$ cat config.mk
export PLATFORM = sky130hd
export DESIGN_NAME = ahb3lite_master_arbiter_flat
export DESIGN_NICKNAME = d
export VERILOG_FILES = /design/src/rtl/ahb3lite_master_arbiter_if.sv /design/src/rtl/ahb3lite_master_arbiter.sv /design/src/flat_wrapper.sv
export SDC_FILE = /design/constraint.sdc
export NUM_CORES = 1
export LEC_CHECK = 0
export CORE_MARGIN = 3
export CORE_UTILIZATION = 53
export DETAILED_ROUTE_END_ITERATION = 8
export GPL_ROUTABILITY_DRIVEN = 0
export HOLD_SLACK_MARGIN = 0.15
export PLACE_DENSITY_LB_ADDON = 0.05
export SYNTH_ARGS = -nofsm -noshare
export SYNTH_HDL_FRONTEND = slang
export SYNTH_SLANG_ARGS = --single-unit
$ cat constraint.sdc
create_clock -name HCLK -period 3.7 [get_ports HCLK]
set_input_delay 0.555 -clock HCLK [delete_from_list [all_inputs] [get_ports HCLK]]
set_output_delay 0.555 -clock HCLK [all_outputs]
set_load 0.05 [all_outputs]
$ cat src/rtl/ahb3lite_master_arbiter_if.sv
`default_nettype none
// ============================================================================
// Module  : ahb3lite_master_arbiter_if
// Brief   : Request/grant and muxed-bus observation bundle for the arbiter.
// Revision: 1.0
// ============================================================================
interface ahb3lite_master_arbiter_if #(
    parameter int NUM_REQ = 4
);
    localparam int c_idw = $clog2(NUM_REQ);

    logic [NUM_REQ-1:0] req;
    logic [NUM_REQ-1:0] lock;
    logic [1:0]         HTRANS;
    logic [3:0]         HBURST;
    logic               HREADY;
    logic               HRESP;
    logic [NUM_REQ-1:0] grant;
    logic [c_idw-1:0]   owner_id;
    logic               bus_idle;
    logic [c_idw-1:0]   data_owner_id;
    logic               data_valid;

    modport master (
        output req, lock, HTRANS, HBURST, HREADY, HRESP,
        input  grant, owner_id, bus_idle, data_owner_id, data_valid
    );

    modport slave (
        input  req, lock, HTRANS, HBURST, HREADY, HRESP,
        output grant, owner_id, bus_idle, data_owner_id, data_valid
    );
endinterface
`default_nettype wire

$ cat src/rtl/ahb3lite_master_arbiter.sv
`default_nettype none
// ============================================================================
// Module  : ahb3lite_master_arbiter
// Brief   : Round-robin owner arbitration of one AHB3-Lite master port.
// Revision: 1.0
// ============================================================================
module ahb3lite_master_arbiter #(
    parameter int NUM_REQ = 4
) (
    input  wire logic                  HCLK,
    input  wire logic                  HRESETn,
    ahb3lite_master_arbiter_if.slave   bus
);
    localparam int c_idw = $clog2(NUM_REQ);

    localparam logic [1:0] c_arb_idle  = 2'd0;
    localparam logic [1:0] c_arb_owned = 2'd1;
    localparam logic [1:0] c_arb_burst = 2'd2;
    localparam logic [1:0] c_arb_incr  = 2'd3;

    localparam logic [1:0] c_htrans_idle   = 2'd0;
    localparam logic [1:0] c_htrans_nonseq = 2'd2;
    localparam logic [1:0] c_htrans_seq    = 2'd3;

    localparam logic [3:0] c_hburst_incr   = 4'd1;
    localparam logic [3:0] c_hburst_wrap4  = 4'd2;
    localparam logic [3:0] c_hburst_incr4  = 4'd3;
    localparam logic [3:0] c_hburst_wrap8  = 4'd4;
    localparam logic [3:0] c_hburst_incr8  = 4'd5;
    localparam logic [3:0] c_hburst_wrap16 = 4'd6;
    localparam logic [3:0] c_hburst_incr16 = 4'd7;

    localparam logic c_hresp_error = 1'b1;

    logic [1:0]         state_q, state_d;
    logic [4:0]         beats_left_q, beats_left_d;
    logic [c_idw-1:0]   rr_ptr_q, rr_ptr_d;
    logic [NUM_REQ-1:0] grant_q, grant_d;
    logic [c_idw-1:0]   owner_id_q, owner_id_d;
    logic               bus_idle_q, bus_idle_d;
    logic [c_idw-1:0]   data_owner_id_q, data_owner_id_d;
    logic               data_valid_q, data_valid_d;

    logic               w_nonseq, w_seq, w_accepted, w_single;
    logic               w_last_beat, w_hold, w_error, w_ap, w_found;
    logic [4:0]         w_burst_len;
    logic [c_idw:0]     w_rr_idx;
    logic [c_idw-1:0]   w_winner, w_rr_next;

    assign w_nonseq   = (bus.HTRANS == c_htrans_nonseq);
    assign w_seq      = (bus.HTRANS == c_htrans_seq);
    assign w_accepted = bus.HREADY & (w_nonseq | w_seq);
    assign w_hold     = bus.req[owner_id_q] & bus.lock[owner_id_q];
    assign w_error    = bus.HREADY & (bus.HRESP == c_hresp_error);
    assign w_single   = w_nonseq & (bus.HBURST != c_hburst_incr) & (w_burst_len == 5'd1);
    assign w_last_beat = w_accepted &
        (w_single | (w_seq & (state_q == c_arb_burst) & (beats_left_q == 5'd1)));
    assign w_rr_next  = (w_winner == c_idw'(NUM_REQ - 1)) ? '0 : w_winner + 1'b1;

    always_comb begin
        case (bus.HBURST)
            c_hburst_wrap4,  c_hburst_incr4:  w_burst_len = 5'd4;
            c_hburst_wrap8,  c_hburst_incr8:  w_burst_len = 5'd8;
            c_hburst_wrap16, c_hburst_incr16: w_burst_len = 5'd16;
            default:                          w_burst_len = 5'd1;
        endcase
    end

    // Scan requests starting at the round-robin pointer, wrapping at NUM_REQ.
    always_comb begin
        w_found  = 1'b0;
        w_winner = '0;
        w_rr_idx = '0;
        for (int i = 0; i < NUM_REQ; i++) begin
            w_rr_idx = {1'b0, rr_ptr_q} + (c_idw+1)'(i);
            if (w_rr_idx >= (c_idw+1)'(NUM_REQ))
                w_rr_idx = w_rr_idx - (c_idw+1)'(NUM_REQ);
            if (!w_found && bus.req[w_rr_idx[c_idw-1:0]]) begin
                w_found  = 1'b1;
                w_winner = w_rr_idx[c_idw-1:0];
            end
        end
    end

    always_comb begin
        case (state_q)
            c_arb_idle:  w_ap = 1'b1;
            c_arb_burst: w_ap = w_last_beat;
            default:     w_ap = w_last_beat |
                                (bus.HREADY & (bus.HTRANS == c_htrans_idle) & !w_hold);
        endcase
        w_ap = w_ap | w_error;
    end

    always_ff @(posedge HCLK) begin
        if (!HRESETn) begin
            state_q         <= c_arb_idle;
            beats_left_q    <= '0;
            rr_ptr_q        <= '0;
            grant_q         <= '0;
            owner_id_q      <= '0;
            bus_idle_q      <= 1'b1;
            data_owner_id_q <= '0;
            data_valid_q    <= 1'b0;
        end else begin
            state_q         <= state_d;
            beats_left_q    <= beats_left_d;
            rr_ptr_q        <= rr_ptr_d;
            grant_q         <= grant_d;
            owner_id_q      <= owner_id_d;
            bus_idle_q      <= bus_idle_d;
            data_owner_id_q <= data_owner_id_d;
            data_valid_q    <= data_valid_d;
        end
    end

    always_comb begin
        state_d         = state_q;
        beats_left_d    = beats_left_q;
        rr_ptr_d        = rr_ptr_q;
        grant_d         = grant_q;
        owner_id_d      = owner_id_q;
        bus_idle_d      = bus_idle_q;
        data_owner_id_d = data_owner_id_q;
        data_valid_d    = data_valid_q;

        if (bus.HREADY) begin
            data_valid_d    = w_accepted;
            data_owner_id_d = owner_id_q;
        end

        if ((state_q != c_arb_idle) && w_accepted) begin
            if (w_nonseq) begin
                if (bus.HBURST == c_hburst_incr) begin
                    state_d      = c_arb_incr;
                    beats_left_d = '0;
                end else if (w_burst_len == 5'd1) begin
                    state_d      = c_arb_owned;
                    beats_left_d = '0;
                end else begin
                    // The NONSEQ itself is the first beat of the burst.
                    state_d      = c_arb_burst;
                    beats_left_d = w_burst_len - 5'd1;
                end
            end else if ((state_q == c_arb_burst) && (beats_left_q != 5'd0)) begin
                beats_left_d = beats_left_q - 5'd1;
            end
        end

        if (w_ap) begin
            beats_left_d = '0;
            if ((state_q != c_arb_idle) && w_hold) begin
                state_d = c_arb_owned;
            end else if (w_found) begin
                state_d             = c_arb_owned;
                grant_d             = '0;
                grant_d[w_winner]   = 1'b1;
                owner_id_d          = w_winner;
                bus_idle_d          = 1'b0;
                rr_ptr_d            = w_rr_next;
            end else begin
                state_d    = c_arb_idle;
                grant_d    = '0;
                bus_idle_d = 1'b1;
            end
        end
    end

    always_comb begin
        bus.grant         = grant_q;
        bus.owner_id      = owner_id_q;
        bus.bus_idle      = bus_idle_q;
        bus.data_owner_id = data_owner_id_q;
        bus.data_valid    = data_valid_q;
    end
endmodule
`default_nettype wire
$ cat src/flat_wrapper.sv
// flat-port wrapper written by rule: the top's interface ports become plain ports
module ahb3lite_master_arbiter_flat 
#(
    parameter int NUM_REQ = 4
)
  (HCLK, HRESETn, bus_req, bus_lock, bus_HTRANS, bus_HBURST, bus_HREADY, bus_HRESP, bus_grant, bus_owner_id, bus_bus_idle, bus_data_owner_id, bus_data_valid);
  ahb3lite_master_arbiter_if #(.NUM_REQ(NUM_REQ)) bus_i ();
  input  wire logic HCLK;
  input  wire logic HRESETn;
  input wire logic [$bits(bus_i.req)-1:0] bus_req;
  input wire logic [$bits(bus_i.lock)-1:0] bus_lock;
  input wire logic [$bits(bus_i.HTRANS)-1:0] bus_HTRANS;
  input wire logic [$bits(bus_i.HBURST)-1:0] bus_HBURST;
  input wire logic [$bits(bus_i.HREADY)-1:0] bus_HREADY;
  input wire logic [$bits(bus_i.HRESP)-1:0] bus_HRESP;
  output wire logic [$bits(bus_i.grant)-1:0] bus_grant;
  output wire logic [$bits(bus_i.owner_id)-1:0] bus_owner_id;
  output wire logic [$bits(bus_i.bus_idle)-1:0] bus_bus_idle;
  output wire logic [$bits(bus_i.data_owner_id)-1:0] bus_data_owner_id;
  output wire logic [$bits(bus_i.data_valid)-1:0] bus_data_valid;
  assign bus_i.req = bus_req;
  assign bus_i.lock = bus_lock;
  assign bus_i.HTRANS = bus_HTRANS;
  assign bus_i.HBURST = bus_HBURST;
  assign bus_i.HREADY = bus_HREADY;
  assign bus_i.HRESP = bus_HRESP;
  assign bus_grant = bus_i.grant;
  assign bus_owner_id = bus_i.owner_id;
  assign bus_bus_idle = bus_i.bus_idle;
  assign bus_data_owner_id = bus_i.data_owner_id;
  assign bus_data_valid = bus_i.data_valid;
  ahb3lite_master_arbiter #(.NUM_REQ(NUM_REQ)) u_core (.HCLK(HCLK), .HRESETn(HRESETn), .bus(bus_i));
endmodule
==> results.md, run 1 <==
* Slowest library cell on the worst path: sky130_fd_sc_hd__clkdlybuf4s50_1
* Setup clock skew after layout at between 4 and 5 ps
* Average cell area after synthesis at about 8.5 µm²
* Port-buffer cells at 27
* Cells traversed along the worst timing path: clkdlybuf4s50_1 > and3b_1 > o21a_1 > a41oi_2 > a21oi_2 > mux2i_1
* Total track usage at 0.214
* H-tree depth reported by CTS at 1
* Mapped Nets at 164
* CTS buffer count at 3
* Antenna Cells at 0
* Sequential area share after synthesis at 0.319
* Flip-flop and latch count after synthesis at 19
* Switching fraction of total power at 0.376
* I/O pins at 28
* Initial standard-cell utilization of the core at 0.583
* Post-route total power at 0.574 mW
* Top post-synthesis cells by count: sky130_fd_sc_hd__dfxtp_1, sky130_fd_sc_hd__nand2_1, sky130_fd_sc_hd__nor2_1
* Power share of the sequential group at 0.426
* Final setup fails at 0
* TritonRoute pass-1 iters at 4
* RSZ-0062 raised after global routing: no
* Final number of max-transition violations at 0
* Proportion of power drawn by combinational gates at 0.388
* Leakage power total at 0.597 nW
* Met1 demand-to-capacity share in global routing at 0.295
* Pwr per Cell Area at between 300 and 400 nW/µm²
* Global routing usage on met3 at 0.0394
* Post-layout instance count excluding filler cells at 195
* Area of the multi-input gates at 764 µm²
* Post-route worst setup slack at 1410 ps
* Top cell type's share of synthesized area at 0.319
* Synth warnings at 0
* Final instance area at 1510 µm²
* Most utilized layer in the global route result: met2
* Global-route met2 utilization at 0.324
* Die Width at about 53 µm
* Number of DRC violations after detailed-routing iteration 0 at 31
* Post-Place Worst Slack at about 1100 ps
* Crit start category: input pin
* Wire length of the first global-routing pass at 4570 µm
* Number of cells after detailed placement at about 190
* # rows at 16
* Mapped cell area at 1190 µm²
* Number of different library cells in the post-synthesis netlist at 45
* Ys flop type: sky130_fd_sc_hd__dfxtp_1
* Maximum VDD drop at 0.000326 V
* Final routed DRC violation total at 0
* Number of enable flip-flop cells after synthesis at 0
* Dpl hpwl at 2110 µm
* TritonCTS clock tree: yes
* Worst Max-Slew Pin Slew at 630 ps
* Clock sink count at 19
* Number of global-route vias before repair at 1083
* Achievable clock frequency at between 400 and 500 MHz
* Worst relative slew slack at 0.579
* Crit. End Element: flop
* Fin. Hold Viols at 0
* CP max FO at 10
* Post-CTS resize count at 0
* Fin Setup TNS at 0 ps
* Internal power consumption at 0.358 mW
* Antenna violations before repair at 0
* Global route overflow at 0
* Fill count at roughly 170
* Core area at between 2000 and 2500 µm²
* Number of buffers between clock root and the deepest sink at 2
* Area of the die at about 2900 µm²
* Setup CP Type: in2reg
* WL final at 2730 µm
* Number of nets in the final layout at 193
* Fraction of the cycle the final worst path needs at 0.618
* Tightest hold margin at 467 ps
* Cell Area, Placed at around 1500 µm²
* Signal arrival time at the worst endpoint at between 2000 and 3000 ps
* Most area-hungry cell type in the Yosys netlist: sky130_fd_sc_hd__dfxtp_1
* CP top delay family: buffers and inverters
* Proportion of synthesized flip-flops having asynchronous set or reset at 0
* Largest net degree at the start of global routing at 20
* Largest stage delay on the critical path at 730 ps
* Util after Layout at 0.739
* Clock root cell: sky130_fd_sc_hd__clkbuf_4
* Fraction of final layout cells sized beyond drive strength 1 at 0.0774
* Tmin final at 2290 ps
* Cell count after synthesis at 140
* Worst skew pair latency at 300 ps
* Antenna Nets Post-Route at 0
* Net switching power of the design at 0.216 mW
* Number of vias in the routed layout at 1151
* Clock transition at the registers of the reported paths at roughly 110 ps
* Die height at 53.4 µm
* Area contributors post-synth: sky130_fd_sc_hd__dfxtp_1, sky130_fd_sc_hd__ha_1, sky130_fd_sc_hd__nand2_1
* Layout-stage area growth over the synthesis result at 26.7%
* Buffers inserted by post-CTS timing repair at 0
* Sequential cell area in the final layout at about 380 µm²
* Required time of the critical path at 3930 ps
* Via-to-Cell Ratio at 5.90
* Part of the power in the clock network at 0.186
* Sum of buffers and inverters on the critical path at 1
* Detailed-route wire length per cell at 14.0 µm
* Hold_buf cts at 0
* Run status: finished, final reports clean
* Max-cap violations at 0
* Min-delay worst type: reg2reg
-- cell families after synthesis --
| logic type | count (synthesis) | synth area share |
|---|---|---|
| AOI/OAI and AO/OA | 39 | 0.271 |
| adders and majority gates | 6 | 0.0630 |
| buffers and inverters | 12 | 0.0389 |
| DFF | 19 | 0.319 |
| muxes | 7 | 0.0693 |
| and+or+nand+nor | 57 | 0.238 |
-- worst paths after layout --
path	start	endpoint	slack [ps]	cells after the start
min	u_core.bus.grant[2]$_SDFFE_PN0P_	u_core.bus.grant[2]$_SDFFE_PN0P_	470	2
max reg2reg	u_core.rr_ptr_q[0]$_SDFFE_PN0P_	u_core.rr_ptr_q[1]$_SDFFE_PN0P_	1850	7
max	bus_HREADY	u_core.bus.grant[3]$_SDFFE_PN0P_	1410	6
min reg2reg	u_core.bus.grant[2]$_SDFFE_PN0P_	u_core.bus.grant[2]$_SDFFE_PN0P_	470	2
-- cell usage in the layout (no fill, tap or decap), drive strengths merged, types with 5 or more instances in the layout --
cell            n
a21oi           8
inv             9
nor3            6
o21ai           5
nor2           12
nand2          19
clkdlybuf4s50  27
mux2i           6
dfxtp          19
nand3           7
ha              6
-- layer usage --
metal / vias to the layer above / share of wire
met5: - / 0
met4: 0 / 0.016
met3: 6 / 0.064
met2: 37 / 0.44
met1: 536 / 0.48
li1: 572 / -
-- power groups by stage --
stage	clock, mW	combinational (mW)	sequential (mW)
floorplan	0	0.104	0.293
global route	0.114	0.241	0.247
CTS	0.108	0.222	0.244
detailed placement	0	0.220	0.249
finish	0.106	0.223	0.244
global placement	0	0.215	0.248
-- flip-flops by register name, indices dropped and copies added, names as in the netlist --
name / flops
u_core.bus.grant: 4
u_core.bus.bus_idle: 1
u_core.state_q: 2
u_core.beats_left_q: 5
u_core.bus.owner_id: 2
u_core.bus.data_valid: 1
u_core.bus.data_owner_id: 2
u_core.rr_ptr_q: 2
-- final cells by class --
type	instances	share of cell area
clock buffers	4	0.0174
inverters	9	0.0224
multi-input cells	109	0.507
flip-flops and latches	19	0.252
well taps	27	0.0224
repair buffers	27	0.179
-- tightest hold or removal path: stages, from the launching register on --
cell                      delay (ps)
sky130_fd_sc_hd__dfxtp_1         330
sky130_fd_sc_hd__nand2_1          50
sky130_fd_sc_hd__mux2i_1          50
Power figures use the tool's default switching activity.
==> inputs of run 2 (changes only) <==
--- a/config.mk
+++ b/config.mk
@@ -6,7 +6,7 @@
 export NUM_CORES = 1
 export LEC_CHECK = 0
 export CORE_MARGIN = 3
-export CORE_UTILIZATION = 53
+export CORE_UTILIZATION = 49
 export DETAILED_ROUTE_END_ITERATION = 8
 export GPL_ROUTABILITY_DRIVEN = 0
 export HOLD_SLACK_MARGIN = 0.15
==> constraint.sdc (replaced) <==
create_clock -name HCLK -period 2.3 [get_ports HCLK]
set_input_delay 0.345 -clock HCLK [delete_from_list [all_inputs] [get_ports HCLK]]
set_output_delay 0.345 -clock HCLK [all_outputs]
set_load 0.05 [all_outputs]
==> run 2 against run 1 <==
Clock power rose by 56%; die area rose by 7.2%; highest routed layer unchanged; largest power group unchanged; cell count rose by 4.1%.
==> results.md, run 2 (same netlist as run 1, synthesis figures left out) <==
* Run status: finished, final reports clean
* Antenna Nets Post-Route at 0
* WL final at 2820 µm
* Fin Setup TNS at 0 ps
* Required time of the critical path at around 2500 ps
* Maximum VDD drop at approximately 0.00051 V
* Area of the multi-input gates at 764 µm²
* Hold_buf cts at 0
* Post-CTS resize count at 0
* I/O pins at 28
* Reg with most FFs: u_core.beats_left_q
* Largest net degree at the start of global routing at 12
* Worst Reg-to-Reg Cells at 7
* Fill count at around 200
* Pwr per Cell Area at 597 nW/µm²
* Hold Path Stages at 2
* Final setup fails at 0
* Leakage power total at around 0.63 nW
* Achievable clock frequency at 515 MHz
* Fraction of final layout cells sized beyond drive strength 1 at 0.120
* Sequential cell area in the final layout at 380 µm²
* Final routed DRC violation total at 0
* TritonRoute pass-1 iters at 4
* Worst relative slew slack at 0.669
* Setup clock skew after layout at just under 7 ps
* Buffers inserted by post-CTS timing repair at 0
* Via-to-Cell Ratio at 5.72
* Die Width at around 55 µm
* Number of DRC violations after detailed-routing iteration 0 at 46
* Antenna Cells at 0
* Setup slack of the worst register-to-register path at 480 ps
* End of the worst register-to-register path: u_core.beats_left_q[3]$_SDFFE_PP0P_
* Fin. Hold Viols at 0
* Total track usage at 0.187
* Clock root cell: sky130_fd_sc_hd__clkbuf_4
* Clock transition at the registers of the reported paths at about 110 ps
* Clock sink count at 19
* # rows at 17
* Number of buffers between clock root and the deepest sink at 2
* CP max FO at 4
* Setup CP Type: in2reg
* Number of flip-flops under the largest register name at 5
* Fraction of the cycle the final worst path needs at 0.844
* Detailed-route wire length per cell at roughly 14 µm
* Worst hold path startpoint: u_core.bus.grant[1]$_SDFFE_PN0P_
* Antenna violations before repair at 0
* Post-route worst setup slack at ~360 ps
* RSZ-0062 raised after global routing: no
* Worst skew pair latency at 290 ps
* Crit Reg-Reg Startpoint: u_core.beats_left_q[0]$_SDFFE_PP0P_
* Most used cells in the layout excluding fill and tap cells: sky130_fd_sc_hd__clkdlybuf4s50_1, sky130_fd_sc_hd__nand2_1, sky130_fd_sc_hd__dfxtp_1
* Initial standard-cell utilization of the core at 0.528
* Wire length of the first global-routing pass at 4840 µm
* Max-cap violations at 0
* Final number of max-transition violations at 0
* Crit start category: input pin
* TritonCTS clock tree: yes
* Post-Place Worst Slack at between 30 and 40 ps
* Area of the die at 3060 µm²
* Signal arrival time at the worst endpoint at 2140 ps
* Worst-case hold path end point: u_core.bus.grant[1]$_SDFFE_PN0P_
* CTS buffer count at 3
* Tmin final at 1940 ps
* Min-delay worst type: reg2reg
* Util after Layout at 0.694
* Layout-stage area growth over the synthesis result at 31.3%
* Core area at 2250 µm²
* Port-buffer cells at 27
* Number of nets in the final layout at 200
* Dpl hpwl at 2200 µm
* Die height at 55.3 µm
* Crit. End Element: flop
* Global route overflow at 0
* Number of vias in the routed layout at 1162
* Worst Max-Slew Pin Slew at 496 ps
* Most common cell after layout, fill and taps aside: sky130_fd_sc_hd__clkdlybuf4s50_1
* Number of global-route vias before repair at 1119
* H-tree depth reported by CTS at 1
==> run 2: worst max-delay path: stages <==
cell	delay, ps
sky130_fd_sc_hd__clkdlybuf4s50_1	520
sky130_fd_sc_hd__nand2_1	70
sky130_fd_sc_hd__mux4_2	530
sky130_fd_sc_hd__a41oi_4	280
sky130_fd_sc_hd__a211oi_2	130
sky130_fd_sc_hd__o221a_1	260
==> run 2: metrics by stage <==
| stage | hold slack [ps] | instances | cell area (µm²) | power (mW) |
|---|---|---|---|---|
| after global placement | 446 | 199 | 1540 | 0.768 |
| after floorplan | 432 | 140 | 1190 | 0.640 |
| after CTS | 466 | 203 | 1560 | 0.939 |
| after detailed placement | 450 | 199 | 1540 | 0.773 |
| final | 463 | 203 | 1560 | 0.934 |
| after global routing | 491 | 203 | 1560 | 0.989 |
==> run 2: worst max-delay path by stage <==
stage               slack [ps]                                to  depth (start not counted)                                start
floorplan                  240   u_core.rr_ptr_q[1]$_SDFFE_PN0P_                          4  u_core.bus.owner_id[0]$_SDFFE_PN0P_
global placement            90   u_core.rr_ptr_q[1]$_SDFFE_PN0P_                          6                           bus_req[0]
detailed placement          40   u_core.rr_ptr_q[1]$_SDFFE_PN0P_                          6                           bus_req[0]
CTS                        360   u_core.rr_ptr_q[1]$_SDFFE_PN0P_                          6                           bus_req[1]
global route               280  u_core.bus.grant[2]$_SDFFE_PN0P_                          6                        bus_HTRANS[0]
finish                     360   u_core.rr_ptr_q[1]$_SDFFE_PN0P_                          6                           bus_req[0]
==> run 2: area by class of cell <==
type	count	area share
multi-input cells	109	0.489
well taps	28	0.0224
flip-flops and latches	19	0.243
repair buffers	34	0.206
clock buffers	3	0.0144
clock inverters	1	0.00320
inverters	9	0.0216
==> run 2: layer usage <==
metal,part of all wire,vias to the layer above,track usage
li1,-,582,-
met1,0.46,544,0.242
met2,0.49,32,0.316
met3,0.038,4,0.0374
met4,0.0078,0,0.0451
met5,0,-,0
==> run 2: report_power, final <==
| group | internal (mW) | switching [mW] |
|---|---|---|
| clock | 0.0646 | 0.101 |
| sequential | 0.362 | 0.0326 |
| combinational | 0.160 | 0.213 |
==> inputs of run 3 (changes only) <==
--- a/config.mk
+++ b/config.mk
@@ -6,7 +6,7 @@
 export NUM_CORES = 1
 export LEC_CHECK = 0
 export CORE_MARGIN = 3
-export CORE_UTILIZATION = 49
+export CORE_UTILIZATION = 44
 export DETAILED_ROUTE_END_ITERATION = 8
 export GPL_ROUTABILITY_DRIVEN = 0
 export HOLD_SLACK_MARGIN = 0.15
==> constraint.sdc (replaced) <==
create_clock -name HCLK -period 1.6 [get_ports HCLK]
set_input_delay 0.24 -clock HCLK [delete_from_list [all_inputs] [get_ports HCLK]]
set_output_delay 0.24 -clock HCLK [all_outputs]
set_load 0.05 [all_outputs]
==> run 3 against run 2 <==
The flow now finishes with violations (negative setup slack); critical path depth is 1 higher; wire length rose by 23%; sequential share of layout area fell by 3.1 points; design area up 18%; cell count up 15%; register-to-register slack got worse by 560 ps; combinational power is 81% higher.
==> results.md, run 3 (same netlist as run 1, synthesis figures left out) <==
* Setup clock skew after layout at 2.04 ps
* Signal arrival time at the worst endpoint at between 1500 and 2000 ps
* Port-buffer cells at 27
* Final setup fails at 16
* Initial standard-cell utilization of the core at 0.472
* Number of buffers between clock root and the deepest sink at 2
* Number of DRC violations after detailed-routing iteration 0 at 35
* Crit start category: flop
* Worst relative slew slack at 0.781
* Layout-stage area growth over the synthesis result at 54.6%
* Hold_buf cts at 0
* WL final at 3460 µm
* Die Width at 58.0 µm
* Reg with most FFs: u_core.beats_left_q
* Antenna Cells at 0
* Clock root cell: sky130_fd_sc_hd__clkbuf_4
* TritonRoute pass-1 iters at 4
* I/O pins at 28
* Final number of max-transition violations at 0
* Final routed DRC violation total at 0
* Fraction of the cycle the final worst path needs at 1.05
* Maximum VDD drop at approximately 0.00066 V
* Global route overflow at 0
* CTS buffer count at 3
* Fin Setup TNS at -709 ps
* CP max FO at 3
* Leakage power total at 0.816 nW
* Antenna Nets Post-Route at 0
* Clock transition at the registers of the reported paths at roughly 110 ps
* Antenna violations before repair at 0
* Number of vias in the routed layout at 1277
* Most used cells in the layout excluding fill and tap cells: sky130_fd_sc_hd__buf_4, sky130_fd_sc_hd__nand2_1, sky130_fd_sc_hd__dfxtp_1
* Fraction of final layout cells sized beyond drive strength 1 at 0.358
* Clock sink count at 19
* Violated checks: negative setup slack
* Max-cap violations at 0
* Setup CP Type: reg2reg
* Total track usage at 0.218
* # rows at 18
* Fin. Hold Viols at 0
* Dpl hpwl at 2440 µm
* Area of the die at 3370 µm²
* RSZ-0062 raised after global routing: yes
* Number of global-route vias before repair at 1251
* Number of nets in the final layout at between 200 and 250
* Run status: finished, violations left
* Core area at around 2500 µm²
* Via-to-Cell Ratio at 5.46
* Die height at 58.0 µm
* Worst skew pair latency at roughly 290 ps
* Tightest hold margin at 468 ps
* H-tree depth reported by CTS at 1
* Crit. End Element: flop
* Min-delay worst type: reg2reg
* Largest net degree at the start of global routing at 12
* Detailed-route wire length per cell at 14.8 µm
* Post-Place Worst Slack at -545 ps
* Number of flip-flops under the largest register name at 5
* Worst Max-Slew Pin Slew at 327 ps
* Pwr per Cell Area at 811 nW/µm²
* Most common cell after layout, fill and taps aside: sky130_fd_sc_hd__buf_4
* Wire length of the first global-routing pass at 5710 µm
* TritonCTS clock tree: yes
* Achievable clock frequency at 597 MHz
* Post-route worst setup slack at -76.4 ps
* Tmin final at between 1500 and 2000 ps
* Required time of the critical path at 1790 ps
[run 3: cell types whose count changed in the layout (fill, tap and decap cells not counted), sizes merged]
cell / before / now
buf: 7 / 46
clkdlybuf4s50: 27 / 9
dlygate4sd2: 0 / 8
[run 3: path summary, 6_finish.rpt]
kind                                             from                                   to  slack, ps  cells past startpoint
setup / recovery  u_core.beats_left_q[1]$_SDFFE_PP0P_  u_core.bus.owner_id[1]$_SDFFE_PN0P_        -80                      7
setup reg to reg  u_core.beats_left_q[1]$_SDFFE_PP0P_  u_core.bus.owner_id[1]$_SDFFE_PN0P_        -80                      7
hold / removal       u_core.bus.grant[1]$_SDFFE_PN0P_     u_core.bus.grant[1]$_SDFFE_PN0P_        470                      2
hold reg to reg      u_core.bus.grant[1]$_SDFFE_PN0P_     u_core.bus.grant[1]$_SDFFE_PN0P_        470                      2
[run 3: worst max-delay path, cell delays in order, from the launching register on]
cell	delay [ps]
sky130_fd_sc_hd__dfxtp_1	340
sky130_fd_sc_hd__inv_2	70
sky130_fd_sc_hd__ha_1	150
sky130_fd_sc_hd__and4b_2	260
sky130_fd_sc_hd__a41oi_4	190
sky130_fd_sc_hd__a211oi_4	340
sky130_fd_sc_hd__buf_4	170
sky130_fd_sc_hd__o32ai_1	60
[run 3: cell type report]
class | count | area (µm²)
Clock buffer | 3 | 22.5
Clock inverter | 1 | 5.00
Fill cell | 208 | 681
Inverter | 9 | 33.8
Multi-Input combinational cell | 109 | 840
Sequential cell | 19 | 390
Tap cell | 30 | 37.5
Timing Repair Buffer | 63 | 513
[run 3: timing repair]
action,in CTS,in global routing
pin swaps,7,6
resized for setup,18,9
endpoints found under the setup margin,16,16
buffers inserted,3,2
gates cloned,0,0
[run 3: through the flow]
stage / util / area (µm²) / total power, mW / std cells
floorplan: - / 1200 / 0.923 / 140
global placement: 0.674 / 1700 / 1.15 / 225
global route: 0.730 / 1840 / 1.58 / 234
finish: 0.730 / 1840 / 1.49 / 234
detailed placement: 0.674 / 1700 / 1.16 / 225
CTS: 0.711 / 1790 / 1.45 / 232
[run 3: where the power goes]
part	total, mW	internal [mW]	switching [mW]
clock	0.246	0.0929	0.153
sequential	0.572	0.528	0.0442
combinational	0.676	0.310	0.365
[run 3: per-layer routing]
metal	part of all wire	vias to the layer above	global-route usage
met2	0.53	28	0.381
met1	0.42	599	0.262
li1	-	644	-
met4	0.018	0	0.0993
met5	0	-	0
met3	0.032	6	0.0334
